`config.mk`:
```
export PLATFORM = sky130hd
export DESIGN_NAME = game_state_ctrl
export DESIGN_NICKNAME = d
export VERILOG_FILES = /design/src/rtl/game_state_ctrl.sv
export SDC_FILE = /design/constraint.sdc
export NUM_CORES = 1
export LEC_CHECK = 0
export ABC_AREA = 0
export BUFFER_PORTS_ARGS = -buffer_cell sky130_fd_sc_hd__buf_2
export CAP_MARGIN = 20
export CELL_PAD_IN_SITES_DETAIL_PLACEMENT = 1
export CELL_PAD_IN_SITES_GLOBAL_PLACEMENT = 1
export CORE_UTILIZATION = 40
export CTS_BUF_LIST = sky130_fd_sc_hd__clkbuf_4 sky130_fd_sc_hd__clkbuf_8 sky130_fd_sc_hd__clkbuf_16
export DETAILED_ROUTE_END_ITERATION = 12
export GPL_TIMING_DRIVEN = 0
export PLACE_DENSITY_LB_ADDON = 0.1
export SLEW_MARGIN = 40
export SYNTH_ARGS = -nofsm -noshare
export SYNTH_HDL_FRONTEND = slang
export SYNTH_SLANG_ARGS = --single-unit
```
`constraint.sdc`:
```
create_clock -name vga_clk_i -period 6.3 [get_ports vga_clk_i]
set_clock_uncertainty 0.15 [all_clocks]
set_input_delay 0.315 -clock vga_clk_i [delete_from_list [all_inputs] [get_ports vga_clk_i]]
set_output_delay 0.315 -clock vga_clk_i [all_outputs]
set_load 0.02 [all_outputs]
```
`src/rtl/game_state_ctrl.sv`:
```
// ---------------------------------------------------------------------------
// game_state_ctrl
//
// Frame-synchronous collision and game-state controller for a scanned
// space-invaders style display. While the display timing generator walks the
// active region, pixels where a live alien sprite and a player missile
// overlap are accumulated into sticky pending masks. On the last active pixel
// of the frame everything is committed at once, so every output changes only
// at a frame boundary (or on restart/reset).
//
// There is no valid/ready handshake on this block: every input is a per-pixel
// level qualified by video_on, and every output is a register.
//
// Ports
//   vga_clk_i      pixel clock (only clock)
//   vga_rst_n_i    asynchronous active-low reset
//   video_on       active-region flag from the timing generator
//   pixel_row      current row (12 bits)
//   pixel_column   current column (12 bits)
//   alien_active   per-alien "sprite covers this pixel" flags
//   missle_active  per-missile "sprite covers this pixel" flags
//   landed         OR of the alien-reached-bottom flags
//   restart        player restart request (level, honoured in WIN/LOSE only)
//   alien_alive    registered alive mask
//   missle_hit     one-cycle per-missile retire pulse, valid with frame_commit
//   game_state     FSM state: 00 PLAY, 01 WIN, 10 LOSE
//   kill_count     number of dead aliens, saturating at 15
//   frame_commit   one-cycle pulse on the cycle after the last active pixel
// ---------------------------------------------------------------------------
module game_state_ctrl #(
  parameter int H_ACTIVE  = 640,
  parameter int V_ACTIVE  = 480,
  parameter int N_ALIENS  = 15,
  parameter int N_MISSLES = 8
) (
  input  logic                 vga_clk_i,
  input  logic                 vga_rst_n_i,
  input  logic                 video_on,
  input  logic [11:0]          pixel_row,
  input  logic [11:0]          pixel_column,
  input  logic [N_ALIENS-1:0]  alien_active,
  input  logic [N_MISSLES-1:0] missle_active,
  input  logic                 landed,
  input  logic                 restart,
  output logic [N_ALIENS-1:0]  alien_alive,
  output logic [N_MISSLES-1:0] missle_hit,
  output logic [1:0]           game_state,
  output logic [3:0]           kill_count,
  output logic                 frame_commit
);

  typedef enum logic [1:0] {
    ST_PLAY = 2'b00,
    ST_WIN  = 2'b01,
    ST_LOSE = 2'b10
  } state_t;

  localparam logic [11:0] LAST_ROW = 12'(V_ACTIVE - 1);
  localparam logic [11:0] LAST_COL = 12'(H_ACTIVE - 1);

  state_t               state;
  logic [N_ALIENS-1:0]  pending_kill;
  logic [N_MISSLES-1:0] pending_miss;
  logic                 pending_land;

  logic                 in_play;
  logic                 scan_hit;
  logic                 frame_end;
  logic [N_ALIENS-1:0]  kill_now;
  logic [N_MISSLES-1:0] miss_now;
  logic                 land_now;
  logic [N_ALIENS-1:0]  kill_all;
  logic [N_MISSLES-1:0] miss_all;
  logic                 land_all;
  logic [N_ALIENS-1:0]  next_alive;
  logic [7:0]           kill_sum;
  logic [3:0]           kill_next;

  function automatic logic [7:0] popcount(input logic [N_ALIENS-1:0] v);
    logic [7:0] n;
    n = '0;
    for (int i = 0; i < N_ALIENS; i++) n = n + 8'(v[i]);
    return n;
  endfunction

  // The state register doubles as the observable FSM state.
  assign game_state = state;

  always_comb begin
    in_play   = (state == ST_PLAY);
    scan_hit  = video_on && in_play && ((alien_active & alien_alive) != '0)
                && (missle_active != '0);
    frame_end = video_on && (pixel_row == LAST_ROW) && (pixel_column == LAST_COL);
    kill_now  = scan_hit ? (alien_active & alien_alive) : '0;
    miss_now  = scan_hit ? missle_active : '0;
    land_now  = landed && video_on && in_play;
    // The frame-end pixel's own contributions are folded into the commit.
    kill_all   = pending_kill | kill_now;
    miss_all   = pending_miss | miss_now;
    land_all   = pending_land | land_now;
    next_alive = alien_alive & ~kill_all;
    kill_sum   = 8'(kill_count) + popcount(kill_all & alien_alive);
    kill_next  = (kill_sum > 8'd15) ? 4'd15 : kill_sum[3:0];
  end

  always_ff @(posedge vga_clk_i or negedge vga_rst_n_i) begin
    if (!vga_rst_n_i) begin
      state        <= ST_PLAY;
      alien_alive  <= '1;
      missle_hit   <= '0;
      kill_count   <= '0;
      frame_commit <= 1'b0;
      pending_kill <= '0;
      pending_miss <= '0;
      pending_land <= 1'b0;
    end else begin
      // frame_commit is the registered frame-end flag; it pulses in every
      // state, and missle_hit is a single-cycle pulse by default.
      frame_commit <= frame_end;
      missle_hit   <= '0;
      case (state)
        ST_PLAY: begin
          if (frame_end) begin
            alien_alive  <= next_alive;
            missle_hit   <= miss_all;
            kill_count   <= kill_next;
            pending_kill <= '0;
            pending_miss <= '0;
            pending_land <= 1'b0;
            // Landing beats clearing the last alien in the same frame.
            if (land_all)                state <= ST_LOSE;
            else if (next_alive == '0)   state <= ST_WIN;
          end else begin
            pending_kill <= kill_all;
            pending_miss <= miss_all;
            pending_land <= land_all;
          end
        end
        default: begin
          // WIN / LOSE: scan activity is gated off by in_play, so the
          // pending registers stay clear; only restart leaves this state.
          pending_kill <= '0;
          pending_miss <= '0;
          pending_land <= 1'b0;
          if (restart) begin
            state       <= ST_PLAY;
            alien_alive <= '1;
            kill_count  <= '0;
          end
        end
      endcase
    end
  end

endmodule

```
Word-level counts from Yosys, hierarchy flattened
Index checks and enable logic that the tools add are counted.
{ "word_totals": {"regBits": 54, "wordCells": 71} }
{ "classes": {"add_sub_neg": 15, "order_cmp": 1, "eq_ne": 4, "mux": 22, "bitwise": 7, "n_reduce_logical": 14} }
{ "op_table": {"columns": ["operator", "n"], "rows": [
  ["two-way mux 15 bit", 6],
  ["adder 8 x 1 -> 8 bit", 7],
  ["bitwise AND 15 bit", 3],
  ["two-way mux 8 bit", 5],
  ["two-way mux 4 bit", 4],
  ["logical NOT 15 bit", 1],
  ["inverter 15 bit", 1],
  ["bitwise OR 15 bit", 1],
  ["nonzero test 15 bit", 1],
  ["== test 12 x 10 -> 1 bit, second input constant", 1],
  ["== test 12 x 9 -> 1 bit, second input constant", 1],
  ["two-way mux 2 bit", 5],
  ["adder 4 x 8 -> 8 bit", 1],
  ["adder 7 x 1 -> 8 bit", 1],
  ["> comparator 8 x 4 -> 1 bit, second input constant", 1],
  ["bitwise OR 8 bit", 1],
  ["nonzero test 8 bit", 1],
  ["adder 6 x 1 -> 7 bit", 1],
  ["logical AND 1 bit", 7],
  ["adder 5 x 1 -> 6 bit", 1],
  ["adder 4 x 1 -> 5 bit", 1],
  ["adder 3 x 1 -> 4 bit", 1],
  ["adder 2 x 1 -> 3 bit", 1],
  ["!= test 3 x 1 -> 1 bit, second input constant", 1],
  ["other kinds (8)", 9]
]} }

Depth between registers and ports, before layout
{ "depth": {"depth_word": 26, "ltp_mapped": 22, "ltp_nobuf": 21} }

Worst setup path after synthesis
No wires, ideal clock.
{ "synth_path": {"path_type": "register -> register", "startpoint": "register alien_alive[14]", "endpoint": "register kill_count[1]", "setup_ns": 0.120, "arrival_time_ns": 5.191, "path_slack_ns": 0.839, "stages_incl_launch_ff": 21, "synth_period_minus_slack_ns": 5.461, "path_cell_list": "dfstp_2 > a22o_1 > a221oi_1 > a31oi_4 > buf_6 > a21oi_1 > and2b_1 > fa_1 > inv_1 > fa_1 > fa_1 > inv_1 > fa_1 > ha_1 > inv_1 > fa_1 > nor2b_1 > o2111ai_1 > a21oi_1 > a21oi_1 > a31o_2"} }
{ "synth_between": {"elab_chain_cells": 26} }
{ "synth_lines": {"columns": ["element", "line_no", "source"], "rows": [
  ["start: declaration", "45", "output logic [N_ALIENS-1:0] alien_alive,"],
  ["start signal: assignment", "124", "alien_alive <= next_alive;"],
  ["bitwise AND 15 bit", "91, 94", null],
  ["nonzero test 15 bit", "91", "scan_hit = video_on && in_play && ((alien_active & alien_alive) != '0)"],
  ["logical AND 1 bit", "91", null],
  ["logical AND 1 bit", "92", "&& (missle_active != '0);"],
  ["two-way mux 15 bit", "94", "kill_now = scan_hit ? (alien_active & alien_alive) : '0;"],
  ["bitwise OR 15 bit", "98", "kill_all = pending_kill | kill_now;"],
  ["bitwise AND 15 bit (*)", "102", "kill_sum = 8'(kill_count) + popcount(kill_all & alien_alive);"],
  ["adder 1 x 1 -> 2 bit", "82", "for (int i = 0; i < N_ALIENS; i++) n = n + 8'(v[i]);"],
  ["[5 not listed]", null, null],
  ["adder 7 x 1 -> 8 bit", "82", null],
  ["adder 8 x 1 -> 8 bit (6 in a row)", "82", null],
  ["adder 8 x 1 -> 8 bit (*)", "82", null],
  ["adder 4 x 8 -> 8 bit (*)", "102", null],
  ["> comparator 8 x 4 -> 1 bit", "103", "kill_next = (kill_sum > 8'd15) ? 4'd15 : kill_sum[3:0];"],
  ["two-way mux 4 bit (*)", "103", null],
  ["two-way mux 4 bit (*)", "123", "if (frame_end) begin"],
  ["two-way mux 4 bit (*)", "121", "case (state)"],
  ["end signal: assignment", "126", "kill_count <= kill_next;"],
  ["end: declaration", "48", "output logic [3:0] kill_count,"]
]} }
Mark *: on every way between the ends. The rest lies on a longest branch, timed or not. The select of a mux whose other input is x is not followed.
A chain may end at the register's enable or synchronous reset.

Final worst setup path
Ends and elaborated chain as after synthesis.

==> run_results.csv <==
group,metric,value,unit
sta,finalCriticalPeriod,5870,ps
yosys,ys_ff_latch,54,
yosys,synth_top_area_share,33.8,%
sta,finalHoldViolCount,0,
clocking,ctsRootBufferMaster,"clkbuf_8",
die,num_io_pins,82,
global_route,grt_max_degree,55,
die,die_area,7560,um^2
yosys,yosysTopAreaCell,"dfrtp_1",
outcome,outcome,"finished clean",
placed_design,dpl_worst_slack,209,ps
global_route,grt_overflow,0,
worst_hold_path,holdCritPathClass,"input pin to flop",
placed_design,dp.final_hpwl,6100,um
sta,tns,0,ps
die,die_h,87.0,um
power_and_ir_drop,p_leak,1.64,nW
clocking,cts_buffer_depth,2,
power_and_ir_drop,ir_drop,0.000153,V
worst_setup_path,critPathLaunchType,"flop",
detailed_routing,drt-vias-per-instance,5.37,
sta,fin_crit_sh,93.2,%
sta,rsz0062_at_grt,"false",
placed_design,portBuffers,81,
finish,layout-drive-gt1-share,33.9,%
sta,slew_headroom,54.6,%
worst_hold_path,min_path_cells,2,
global_route,grt.total_usage,22.8,%
clocking,clkTransAtPathRegs,110,ps
yosys,synth_area,2890,um^2
clocking,post_cts_buffers,0,
worst_hold_path,hp-start,"restart",
worst_setup_path,crit_top_cell,"fa_1",
clocking,cts_max_level,2,
global_route,antenna_found_initial,0,
detailed_routing,wl,8070,um
worst_setup_path,worstPathRequired,6370,ps
worst_setup_path,timing.rr.end,"kill_count[1]",
finish,diodes,0,
sta,tightest_slew,676,ps
sta,report.final.slew_viol_count,0,
placed_design,place_congestion,0.858,
die,coreArea,6870,um^2
die,die_width,87.0,um
power_and_ir_drop,power.density,265,nW/um^2
detailed_routing,drtIter0Drc,99,
yosys,netlist_instances,279,
worst_setup_path,worstPathCellList,"a22o_1, a221oi_1, a31oi_4, buf_6, a21oi_1, and2b_1, fa_1, inv_1, fa_1, fa_1, inv_1, fa_1, ha_1, inv_1, fa_1, nor2b_1, o2111ai_1, a21oi_2, a21oi_1, a31o_2",
worst_setup_path,critical_path.max_stage_delay,560,ps
flow_run,cap_violations,0,
die,start_util,42.0,%
finish,final_area,3530,um^2
worst_setup_path,r2r_slack,430,ps
global_route,grt_pass1_vias,2571,
finish,syn2layout_area_growth,22.4,%
die,core.rowCount,30,
detailed_routing,wl_per_cell,17.3,um
worst_hold_path,hold_end,"game_state[1]",
sta,setup_viol,0,
worst_setup_path,worstSetupPathType,"flop to flop",
sta,fmaxAchievable,170,MHz
placed_design,place_area,3420,um^2
worst_setup_path,cp_slowest_cell,"fa_1",
detailed_routing,post-route-drc-count,0,
worst_setup_path,setup.worst_path.end_class,"flop",
global_route,grt_pass1_wl,13000,um
detailed_routing,dr.pass1.iters,4,
clocking,cts_tree,"built",
yosys,synth_common_cells,"39 x dfrtp_1, 34 x nor2_1, 25 x a21oi_1",
worst_setup_path,cp_data_arrival_time,5940,ps
yosys,ys_types,43,
worst_setup_path,worstReg2RegStart,"alien_alive[14]",
yosys,synth_edf_count,0,
clocking,clk_latency,320,ps
yosys,ys.flop_type,"dfrtp_1",
yosys,synth.most_common_cell,"dfrtp_1",
worst_setup_path,worst-r2r-cell-count,20,
finish,nets,439,
detailed_routing,num_vias,2498,
clocking,cts_num_sinks,54,
yosys,synth_fp_nets,350,
yosys,yosysWarnings,0,
yosys,synthTopCellsByArea,"dfrtp_1 34%, dfstp_2 14%, fa_1 7.6%",
yosys,async_reset_ff_share,100,%
clocking,cts_made_buffers,5,
yosys,ys_seq_area_share,47.4,%
detailed_routing,postRouteAntennaNets,0,
worst_setup_path,path_max_fanout,10,
yosys,postSynthAreaPerCell,10.4,um^2
sta,setup_ws,431,ps
==> routing by layer <==
| metal | part of all wire, % | vias up | global-route usage (%) |
|---|---|---|---|
| li1 | - | 1167 | - |
| met1 | 44 | 1254 | 29.3 |
| met2 | 50 | 69 | 40.2 |
| met3 | 4.9 | 8 | 2.94 |
| met4 | 1.2 | 0 | 6.21 |
| met5 | 0 | - | 0 |
==> sequential cells by signal (all words and copies together) (netlist names) <==
name and cells:
alien_alive 15, pending_kill 15, missle_hit 8, pending_miss 8
kill_count 4, game_state 2, frame_commit 1, pending_land 1
==> critical path, delay by kind of cell, from the launching register on <==
kind,cells,cell delay [ps]
fa+ha+maj,6,2650
compound gates,8,1790
flops,1,420
simple gates,2,380
buf+inv,4,360
==> placed cells by master (no fill, tap or decap), types with 2 or more instances in the layout <==
cell type   n
nand2b_1   15
nor2_1     34
o21ai_0    12
a31oi_1    16
a22o_1      2
dfstp_2    15
a2111o_1    2
clkbuf_8    5
buf_6       2
nand2_1    19
a31o_2      3
o21ai_1     4
a21o_1      2
buf_2      80
nor2b_1     8
dfrtp_1    39
fa_1       11
clkbuf_1    7
or4_1       2
xor2_1      2
nand4b_1    3
ha_1        8
a22oi_1     6
a21oi_1    24
inv_1      12
nand4_1     2
a21oi_2     9
buf_8       2
==> area by class of cell <==
type	instances	area, um^2
well taps	96	120
flip-flops and latches	54	1370
inverters	12	45.0
repair buffers	82	418
multi-input cells	202	1400
fillers	808	3340
plain buffers	11	78.8
clock inverters	3	28.8
clock buffers	5	68.8
==> kinds of logic (layout without fill, tap and decap cells) <==
logic type	count (synthesis)	count (layout)	synth area share [%]
compound gates	89	89	20.6
xor+xnor	2	2	0.607
fa+ha+maj	19	19	11.1
buf+inv	23	113	4.29
flops	54	54	47.4
simple gates	92	92	16.0
==> metrics by stage <==
stage,total power [mW],cells,util (%),hold slack [ps]
after CTS,0.943,465,51.3,30.3
after detailed placement,0.719,456,49.7,263
final,0.935,465,51.4,36.2
after global placement,0.708,456,49.7,313
after floorplan,0.615,279,-,-131
after global routing,1.01,465,51.4,36.7
==> worst max-delay path by stage <==
stage	startpoint	endpoint	slack [ps]	cells after the start
after floorplan	alien_alive[14]	kill_count[1]	840	20
after global placement	missle_active[4]	kill_count[3]	240	21
after detailed placement	missle_active[4]	kill_count[3]	210	21
after CTS	alien_alive[10]	kill_count[3]	260	20
after global routing	alien_alive[14]	kill_count[2]	40	20
final	alien_alive[14]	kill_count[1]	430	20
==> timing repair <==
item / in CTS / in global routing
endpoints found under the hold margin: 39 / 0
gates resized for setup: 0 / 2
hold buffers: 1 / 0
setup endpoints to repair: 0 / 3
==> power breakdown <==
part / internal (mW) / switching [mW] / leakage (nW)
clock: 0.0836 / 0.133 / 0.0506
sequential: 0.365 / 0.0171 / 0.578
combinational: 0.145 / 0.191 / 1.01
Power figures use the tool's default switching activity.
